## src/rtl/pipeline_mem_arbiter_sat_counter.sv

```systemverilog
// Saturating up-counter with synchronous active-low reset.
module pipeline_mem_arbiter_sat_counter #(
    parameter int unsigned CNT_W = 16
) (
    input  logic             clk,
    input  logic             rst_n,
    input  logic             inc,
    output logic [CNT_W-1:0] out
);

    // Count up on inc, hold at all-ones.
    always_ff @(posedge clk) begin
        if (!rst_n) begin
            out <= '0;
        end else if (inc && (out != {CNT_W{1'b1}})) begin
            out <= out + CNT_W'(1);
        end
    end

endmodule

```

## config.mk

```make
export PLATFORM = sky130hd
export DESIGN_NAME = pipeline_mem_arbiter_sat_counter
export DESIGN_NICKNAME = d
export VERILOG_FILES = /design/src/rtl/pipeline_mem_arbiter_sat_counter.sv
export SDC_FILE = /design/constraint.sdc
export NUM_CORES = 1
export LEC_CHECK = 0
export ABC_CLOCK_PERIOD_IN_PS = 4600
export CAP_MARGIN = 20
export CORE_MARGIN = 1
export CORE_UTILIZATION = 40
export DETAILED_ROUTE_END_ITERATION = 7
export PLACE_DENSITY = 0.68
export SKIP_CTS_REPAIR_TIMING = 1
export SYNTH_ARGS = -nofsm -noshare
export SYNTH_HDL_FRONTEND = slang
export SYNTH_SLANG_ARGS = --single-unit
export TNS_END_PERCENT = 30
```

## constraint.sdc

```tcl
create_clock -name clk -period 4.6 [get_ports clk]
set_clock_uncertainty 0.05 [all_clocks]
set_input_delay 0.92 -clock clk [delete_from_list [all_inputs] [get_ports clk]]
set_output_delay 0.92 -clock clk [all_outputs]
set_load 0.02 [all_outputs]
```

# Word level (Yosys, flattened, before mapping)
# Cells that the tools add are included.
dict set report op_classes {
  shifts 0
  mux 0
  bitwise 0
  magnitude_cmp 0
  reduce_logical 1
  div 0
  n_addsub 1
  n_eq_ne 1
  multipliers 0
}
# cell count
set ops {}
lappend ops {{adder 16 x 1 -> 16 bit (second input constant)} 1}
lappend ops {{!= test 16 bit (second input constant)} 1}
lappend ops {{logical AND 1 bit} 1}
dict set report word_totals {
  mem_count 0
  latchBits 0
  elab_cells 4
  mem_bits_ro 0
  mem_bits_rw 0
  regBits 16
}

# Logic depth before layout (Yosys ltp)
# Gate-level depths: netlist of run 1.
dict set report logic_depth {
  word_depth 2
  depth_mapped 6
  depth_no_buf 5
}

# Worst setup path after synthesis of run 1
# Ideal clock, no wire load.
dict set report synth_timing {
  path_kind {input port to flip-flop}
  from {input port inc}
  to {register out[6]}
  path_buffers 0
  t_arrival_ns 1.658
  cell_stages 4
  path_slack_ns 2.822
  required_time_ns 4.480
  path_cell_list {and4_1 -> o41ai_1 -> or3_1 -> a21oi_1}
}
dict set report synth_via {
  elab_chain_len 1
}
# element line
set synth_lines {}
lappend synth_lines {{start: declaration} 7} ;# input logic inc,
lappend synth_lines {{logical AND 1 bit} 15} ;# end else if (inc && (out != {CNT_W{1'b1}})) begin
lappend synth_lines {{end signal: assignment} 16} ;# out <= out + CNT_W'(1);
lappend synth_lines {{end: declaration} 8} ;# output logic [CNT_W-1:0] out
# Every way passes these cells.
# A chain may end at the register's enable or synchronous reset.

# Worst setup path in the final report of run 1
dict set report layout_timing {
  from {register out[5]}
  to {output port out[5]}
}
# No word-level cell between the ends.

==> reports/results.txt, run 1 <==
Number of flip-flops in the largest register = 16
Crit path cell chain = clkdlybuf4s50_1
Post-synthesis sequential area ratio = 38.3%
PnR worst setup slack = 2.20 ns
H-tree levels = 1
Commonest non-fill, non-tap cell in the layout = clkdlybuf4s50_1
Worst vdd ir = 180 uV
Via density per instance = 5.76
Biggest register = out
DR WL/cell = 13.1 um
Antenna violations before repair = 0
Area of the die = 2280 um2
FF+latch count, synth = 16
Sink Count = 16
Power per cell area = 228 nW/um2
TritonRoute pass-1 iters = 4
RSZ-0062 raised after global routing = false
Die W = 47.7 um
CP peak stage delay = 0.66 ns
CP max stage cell = clkdlybuf4s50_1
Synth Area in XOR/XNOR = 2.09%
Min-Delay Path Class = flip-flop to flip-flop
Status = complete, no violations
Synth async-reset ratio = 0%
Final ANT Viol Nets = 0
CP required = 3.63 ns
Length of routed wiring on met1 = 907 um
Total global routing overflow = 0
Fillers = 215
Core area = 1960 um2
Uppermost layer routed = met3
Final setup TNS = 0 ns
Slew Limit Headroom = 55.1%
Critical path arrival = 1.43 ns
Antenna Cells = 0
Final setup viols = 0
Global-route wire length before repair = 3.00 mm
Clk_lat worst skew = 0.29 ns
Post-Synth Adder-Cell Area = 1.49%
IO buf count = 18
Io pins = 19
Post-synth cell types = 31
Largest net degree at the start of global routing = 14
Max-slew violation count = 0
Critical Path End Type = primary output
Tightest Pin Transition = 0.668 ns
Detailed placer's ending HPWL = 1.41 mm
Ys Warns = 0
Top FF cell, synth = dfxtp_1
DP Worst Slack = 2.03 ns
# rows = 16
Final Hold Viols = 0
Post-Synthesis Cells = 97
Syn Nets = 101
Cts bufs inserted = 3
Root Driver = clkbuf_4
Final worst-path cycle share = 52.1%
Starting Density = 42.7%
Leak = 0.344 nW
Synth Area in Compound Gates = 16.4%
DRC Markers = 0
F_max = 417 MHz
CTS tree = done
Total Wirelength = 1.89 mm
Die height = 47.7 um
Gr usage total = 18.6%
Vias in the first global route = 706
Mux cell area share after synthesis = 3.59%
Max Cap Violations = 0
Post-synth EDFFs = 0
Post-Syn Area = 837 um2
Crit-path max FO = 7
Type of the worst setup path = flip-flop to primary output
Worst Setup Start Kind = flip-flop
Worst Path Buf+Inv = 1
Met3 routed WL = 58 um
Top Registers = out x16
Post-Place Cells = 141
Syn Area/Cell = 8.63 um2
Clk buf depth = 2
Area Growth Syn to Fin = 29.4%
DR iter-0 viols = 19
Most frequent cells in the layout = clkdlybuf4s50_1, dfxtp_1, nand2_1
Ratio of cells with drive above 1 in the final layout = 6.78%
Final-stage net count = 123
Largest family of logic cells by synthesized area = simple AND/OR/NAND/NOR gates
Clk slew on worst S/H paths = 0.10 ns
Met2 wire length = 928 um
Simple-gate share of the synthesized area = 35.0%
Via count = 835
Routability cong. = 0.745
Final min period = 2.40 ns
Crit-path leading delay family = buffers and inverters
Cell Count, Final, Fillers Out = 145
==> final timing paths <==
| check | start | to | slack, ns | depth (start not counted) |
|---|---|---|---|---|
| worst min register to register | out[15] | out[15] | 0.48 | 2 |
| worst min-delay path | out[15] | out[15] | 0.48 | 2 |
| worst max-delay path | out[5] | out[5] | 2.20 | 1 |
| worst max register to register | out[0] | out[15] | 2.61 | 6 |
==> area by class of cell <==
type | count | area [um2] | share of cell area [%]
well taps | 27 | 33.8 | 3.12
clock buffers | 4 | 36.3 | 3.35
flip-flops and latches | 16 | 320 | 29.6
multi-input cells | 75 | 490 | 45.3
repair buffers | 19 | 188 | 17.3
inverters | 4 | 15.0 | 1.39
==> cell usage after synthesis, types with 2 or more instances <==
cell | instances | area [um2]
nand4_1 | 3 | 18.8
nand3_1 | 6 | 30.0
a21oi_1 | 9 | 45.0
nand2_1 | 10 | 37.5
nor2_1 | 5 | 18.8
nor4_1 | 3 | 18.8
nand2b_1 | 2 | 12.5
inv_1 | 4 | 15.0
dfxtp_1 | 16 | 320
nor3_1 | 2 | 10.0
o21ai_0 | 4 | 20.0
or3_1 | 2 | 12.5
or4_1 | 5 | 37.5
and4_1 | 3 | 26.3
o31ai_1 | 5 | 37.5
mux2i_1 | 3 | 30.0
==> tightest hold or removal path, stage by stage (launching register included) <==
cell and delay, ns:
dfxtp_1 0.36, nand2_1 0.07, mux2i_1 0.06
==> logic make-up (layout without fill, tap and decap cells) <==
logic type	count (synthesis)	count (layout)
simple gates	47	47
compound gates	22	22
mux	3	3
buf+inv	6	27
fa+ha+maj	1	1
flops	16	16
xor+xnor	2	2
==> report_power, final <==
part | internal [mW] | total [mW] | switching [mW]
Combinational | 0.00569 | 0.0133 | 0.00757
Sequential | 0.140 | 0.142 | 0.00179
Clock | 0.0482 | 0.0921 | 0.0439
==> per-stage QoR <==
stage / util [%] / cell area, um2 / total power, mW / hold WS [ns]
3_5_place_dp: 53.4 / 1050 / 0.158 / 0.462
3_3_place_gp: 53.0 / 1040 / 0.157 / 0.452
5_1_grt: 55.2 / 1080 / 0.259 / 0.506
2_1_floorplan: - / 837 / 0.151 / 0.519
4_1_cts: 55.2 / 1080 / 0.250 / 0.480
6_report: 55.2 / 1080 / 0.247 / 0.480
==> layer usage <==
layer,up-vias,GRT usage (%)
li1,417,-
met1,403,23.3
met2,15,31.9
met3,0,5.66
met4,0,3.33
met5,-,0
No activity file was read; power rests on OpenSTA's default activity.
==> inputs of run 2 (changes only) <==
--- a/config.mk
+++ b/config.mk
@@ -5,7 +5,7 @@
 export SDC_FILE = /design/constraint.sdc
 export NUM_CORES = 1
 export LEC_CHECK = 0
-export ABC_CLOCK_PERIOD_IN_PS = 4600
+export ABC_CLOCK_PERIOD_IN_PS = 2400
 export CAP_MARGIN = 20
 export CORE_MARGIN = 1
 export CORE_UTILIZATION = 40
==> constraint.sdc (replaced) <==
create_clock -name clk -period 2.4 [get_ports clk]
set_clock_uncertainty 0.05 [all_clocks]
set_input_delay 0.48 -clock clk [delete_from_list [all_inputs] [get_ports clk]]
set_output_delay 0.48 -clock clk [all_outputs]
set_load 0.02 [all_outputs]
==> run 2 against run 1 <==
Compared with the run above: sequential share of layout area stayed put; global-route usage shrank 1.8 points; non-clock buffer count unchanged; register-to-register slack lost 2.3 ns; via count shrank 2.8%; sequential cell count unchanged; power increased by 94%; cell count unchanged; combinational power grew 88%; clock power rose by 99%; count of clock-buffer cells in the layout stayed put; sequential power increased by 91%; critical path type is now flip-flop to flip-flop; critical endpoint is now out[0]; largest cell class unchanged; highest routed layer is now met4.
==> reports/results.txt, run 2 (synthesis results as in run 1) <==
Status = complete, no violations
CTS tree = done
Max-slew violation count = 0 (unchanged)
Final Hold Slack = 0.478 ns (-0.00207 ns)
Tightest Pin Transition = 0.864 ns (+0.196 ns)
FF-to-FF setup slack = 0.33 ns (-2.28 ns)
Root Driver = clkbuf_4
Final worst-path cycle share = 86.4%
Leak = 0.344 nW (unchanged)
Final setup viols = 0 (unchanged)
Most frequent cells in the layout = clkdlybuf4s50_1, dfxtp_1, nand2_1
Power per cell area = 442 nW/um2 (+94%)
Routability cong. = 0.753 (+1.2%)
Vias in the first global route = 626 (-11%)
F_max = 482 MHz
Gr usage total = 16.8% (-1.8 points)
Final ANT Viol Nets = 0 (unchanged)
Type of the worst setup path = flip-flop to flip-flop
Sink Count = 16 (unchanged)
Via count = 812 (-2.8%)
Antenna violations before repair = 0 (unchanged)
Global-route wire length before repair = 2.71 mm (-9.7%)
# rows = 16 (unchanged)
Detailed placer's ending HPWL = 1.33 mm (-5.6%)
DR iter-0 viols = 8 (-11)
Final Power = 0.479 mW (+94%)
Commonest non-fill, non-tap cell in the layout = clkdlybuf4s50_1
H-tree levels = 1 (unchanged)
Critical Path End Type = flip-flop
Largest net degree at the start of global routing = 14 (unchanged)
Number of flip-flops in the largest register = 16 (unchanged)
Min-Delay Path Class = flip-flop to flip-flop
Clk_lat worst skew = 0.29 ns (about the same)
Core area = 1960 um2 (unchanged)
Biggest register = out
Critical path arrival = 2.19 ns (+0.76 ns)
Total global routing overflow = 0 (unchanged)
DR WL/cell = 12.7 um (-2.5%)
DRC Markers = 0 (unchanged)
Area Growth Syn to Fin = 29.4% (unchanged)
RSZ-0062 raised after global routing = false
Placed cell areas = 1050 um2 (unchanged)
TritonRoute pass-1 iters = 4 (unchanged)
Max Cap Violations = 0 (unchanged)
Cts bufs inserted = 3 (unchanged)
Ratio of cells with drive above 1 in the final layout = 6.78% (unchanged)
Final setup TNS = 0 ns (unchanged)
Total Wirelength = 1.85 mm (-2.5%)
Area of the die = 2280 um2 (unchanged)
Starting Density = 42.7% (unchanged)
Via density per instance = 5.60 (-2.8%)
CP required = 2.52 ns (-1.11 ns)
Final min period = 2.07 ns
Crit-path max FO = 10 (+3)
Worst Setup Start Kind = flip-flop
Antenna Cells = 0 (unchanged)
Clk buf depth = 2 (unchanged)
Worst vdd ir = 273 uV (+52%)
Io pins = 19 (unchanged)
Top Registers = out x16
Die height = 47.7 um (unchanged)
Post-route cell area = 1080 um2 (unchanged)
Die W = 47.7 um (unchanged)
IO buf count = 18 (unchanged)
Final Hold Viols = 0 (unchanged)
Clk slew on worst S/H paths = 0.10 ns (about the same)
Final-stage net count = 123 (unchanged)
Slew Limit Headroom = 41.9% (-13 points)
[run 2: cell counts in the layout (fill, tap and decap cells not counted)]
Identical to the previous run, type by type.
[run 2: per-layer routing]
metal	share of wire (%)	up-vias	routed length [um]	GRT usage, %
li1	-	415	-	-
met1	48	382	887	21.2
met2	49	13	913	29.5
met3	1.9	2	35	3.40
met4	0.49	0	9	3.33
met5	0	-	0	0
[run 2: power by group]
part / total, mW / leakage [nW] / internal [mW] / switching (mW)
Sequential: 0.271 / 0.129 / 0.268 / 0.00341
Combinational: 0.0250 / 0.194 / 0.0107 / 0.0143
Clock: 0.183 / 0.0210 / 0.0924 / 0.0905
[run 2: area by class of cell]
| cell class | instances | area, um2 |
|---|---|---|
| repair buffers | 19 | 188 |
| fillers | 215 | 878 |
| multi-input cells | 75 | 490 |
| clock buffers | 4 | 36.3 |
| flip-flops and latches | 16 | 320 |
| well taps | 27 | 33.8 |
| inverters | 4 | 15.0 |
[run 2: worst paths after layout]
kind,start,end,cells after the start
max,out[0],out[0],6
min,out[11],out[11],2
max reg2reg,out[0],out[0],6
min reg2reg,out[11],out[11],2
[run 2: critical path, stage by stage, from the launching register on]
cell,delay (ns)
dfxtp_1,0.41
ha_1,0.26
nand3_1,0.12
nor4_2,0.67
buf_4,0.28
or3_1,0.11
a21oi_1,0.06
[run 2: metrics by stage]
stage	std cells	utilization [%]	setup WS (ns)
floorplan	97	-	0.656
CTS	145	55.2	0.338
detailed placement	141	53.4	0.264
global route	145	55.2	0.142
finish	145	55.2	0.326
global placement	141	53.4	0.297
==> inputs of run 3 (changes only) <==
--- a/config.mk
+++ b/config.mk
@@ -9,6 +9,7 @@
 export CAP_MARGIN = 20
 export CORE_MARGIN = 1
 export CORE_UTILIZATION = 40
+export CTS_BUF_LIST = sky130_fd_sc_hd__clkbuf_8
 export DETAILED_ROUTE_END_ITERATION = 7
 export PLACE_DENSITY = 0.68
 export SKIP_CTS_REPAIR_TIMING = 1
==> run 3 against run 2 <==
Compared with the run above: count of clock-buffer cells in the layout did not move; register-to-register slack barely moved; utilization rose by 0.96 points; die area did not move; critical path depth did not move; via count fell by 0.12%; power rose by 12%; global-route usage rose by 1.1 points; combinational power barely moved; critical path type unchanged.
==> reports/results.txt, run 3 (synthesis results as in run 1) <==
Switch share = 21.2% (-1.4 points)
Starting Density = 42.7% (unchanged)
Worst Hold Launch = out[11]
Final worst-path cycle share = 86.9% (+0.48 points)
Worst Setup Start Kind = flip-flop
DR WL/cell = 13.0 um (+2.2%)
CP required = 2.47 ns (-0.05 ns)
Crit-path max FO = 10 (unchanged)
Sink Count = 16 (unchanged)
Leak = 0.352 nW (+2.3%)
RSZ-0062 raised after global routing = false
Tightest Pin Transition = 0.868 ns (+0.00442 ns)
Power per cell area = 488 nW/um2 (+10%)
FF-to-FF setup slack = 0.31 ns (about the same)
Slew Limit Headroom = 41.6% (-0.30 points)
Critical R2R Launch = out[0]
Area Growth Syn to Fin = 31.7%
Type of the worst setup path = flip-flop to flip-flop
Via density per instance = 5.59 (-0.12%)
Clock Power Share = 45.0% (+6.8 points)
Ratio of cells with drive above 1 in the final layout = 6.78% (unchanged)
R2R depth = 6 (unchanged)
Die height = 47.7 um (unchanged)
Total Wirelength = 1.89 mm (+2.2%)
CTS tree = done
Final Power = 0.538 mW (+12%)
Vias in the first global route = 645 (+3.0%)
Min-Delay Path Class = flip-flop to flip-flop
Largest net degree at the start of global routing = 14 (unchanged)
Worst vdd ir = 406 uV (+49%)
Clk buf depth = 2 (unchanged)
Worst R2R End = out[0]
Final Hold Slack = 0.471 ns (-0.00635 ns)
Register share of total power = 50.4% (-6.2 points)
Antenna Cells = 0 (unchanged)
H-tree levels = 1 (unchanged)
Die W = 47.7 um (unchanged)
Max-slew violation count = 0 (unchanged)
Critical Path End Type = flip-flop
Total global routing overflow = 0 (unchanged)
Top Registers = out x16
Via count = 811 (-0.12%)
Gr usage total = 17.9% (+1.1 points)
IO buf count = 18 (unchanged)
# rows = 16 (unchanged)
Clk_lat worst skew = 0.25 ns (-0.04 ns)
Final ANT Viol Nets = 0 (unchanged)
Final setup TNS = 0 ns (unchanged)
Max Cap Violations = 0 (unchanged)
Commonest non-fill, non-tap cell in the layout = clkdlybuf4s50_1
Io pins = 19 (unchanged)
F_max = 480 MHz (-0.55%)
Hold path depth = 2 (unchanged)
Root Driver = clkbuf_8
Global-route wire length before repair = 2.83 mm (+4.4%)
Routability cong. = 0.753 (unchanged)
Core area = 1960 um2 (unchanged)
Critical path arrival = 2.16 ns (-0.03 ns)
Sw Pwr = 0.114 mW (+5.5%)
Final min period = 2.09 ns (+0.0116 ns)
Cts bufs inserted = 3 (unchanged)
DRC Markers = 0 (unchanged)
Power Internal = 0.424 mW (+14%)
Worst Hold Path EP = out[11]
Biggest register = out
Status = complete, no violations
Area of the die = 2280 um2 (unchanged)
Final Hold Viols = 0 (unchanged)
TritonRoute pass-1 iters = 4 (unchanged)
Final-stage net count = 123 (unchanged)
Combinational share of power = 4.6% (-0.6 points)
Antenna violations before repair = 0 (unchanged)
Most frequent cells in the layout = clkdlybuf4s50_1, dfxtp_1, nand2_1
Detailed placer's ending HPWL = 1.33 mm (unchanged)
DR iter-0 viols = 12 (+4)
Final setup viols = 0 (unchanged)
Clk slew on worst S/H paths = 0.07 ns (-0.03 ns)
Number of flip-flops in the largest register = 16 (unchanged)
## run 3: cell count changes in the layout (fill, tap and decap cells not counted)
cell	delta
clkbuf_4	-3
clkbuf_8	+3
## run 3: area by class of cell
| type | count | area [um2] |
|---|---|---|
| Clock buffer | 4 | 55.1 |
| Fill cell | 210 | 860 |
| Inverter | 4 | 15.0 |
| Multi-Input combinational cell | 75 | 490 |
| Sequential cell | 16 | 320 |
| Tap cell | 27 | 33.8 |
| Timing Repair Buffer | 19 | 188 |
## run 3: per-layer routing
metal	wire length [um]	global-route usage, %	part of all wire [%]
met4	8	5.00	0.42
met5	0	0	0
met3	60	4.53	3.2
met2	936	30.0	50
met1	881	22.6	47
## run 3: worst max-delay path by stage
stage                       from  endpoint  cells past startpoint
after floorplan           out[0]   out[15]                      6
after global placement       inc   out[13]                      4
after detailed placement     inc    out[7]                      4
after CTS                 out[0]    out[0]                      6
after global routing      out[0]    out[1]                      6
final                     out[0]    out[0]                      6
## run 3: power groups by stage
| stage | registers, mW | clock network, mW | logic [mW] |
|---|---|---|---|
| floorplan | 0.280 | 0 | 0.00934 |
| global placement | 0.277 | 0 | 0.0246 |
| detailed placement | 0.277 | 0 | 0.0249 |
| CTS | 0.271 | 0.246 | 0.0252 |
| global route | 0.271 | 0.263 | 0.0278 |
| finish | 0.271 | 0.242 | 0.0249 |
## run 3: per-stage QoR
step	instance area (um2)	instances	worst slack, ns	utilization [%]
final	1100	145	0.315	56.2
after global placement	1050	141	0.297	53.4
after detailed placement	1050	141	0.264	53.4
after global routing	1100	145	0.0974	56.2
after CTS	1100	145	0.310	56.2
after floorplan	837	97	0.656	-
## run 3: worst max-delay path, cell delays in order (launching register included)
cell	delay (ns)
dfxtp_1	0.40
ha_1	0.26
nand3_1	0.13
nor4_2	0.67
buf_4	0.28
or3_1	0.11
a21oi_1	0.06
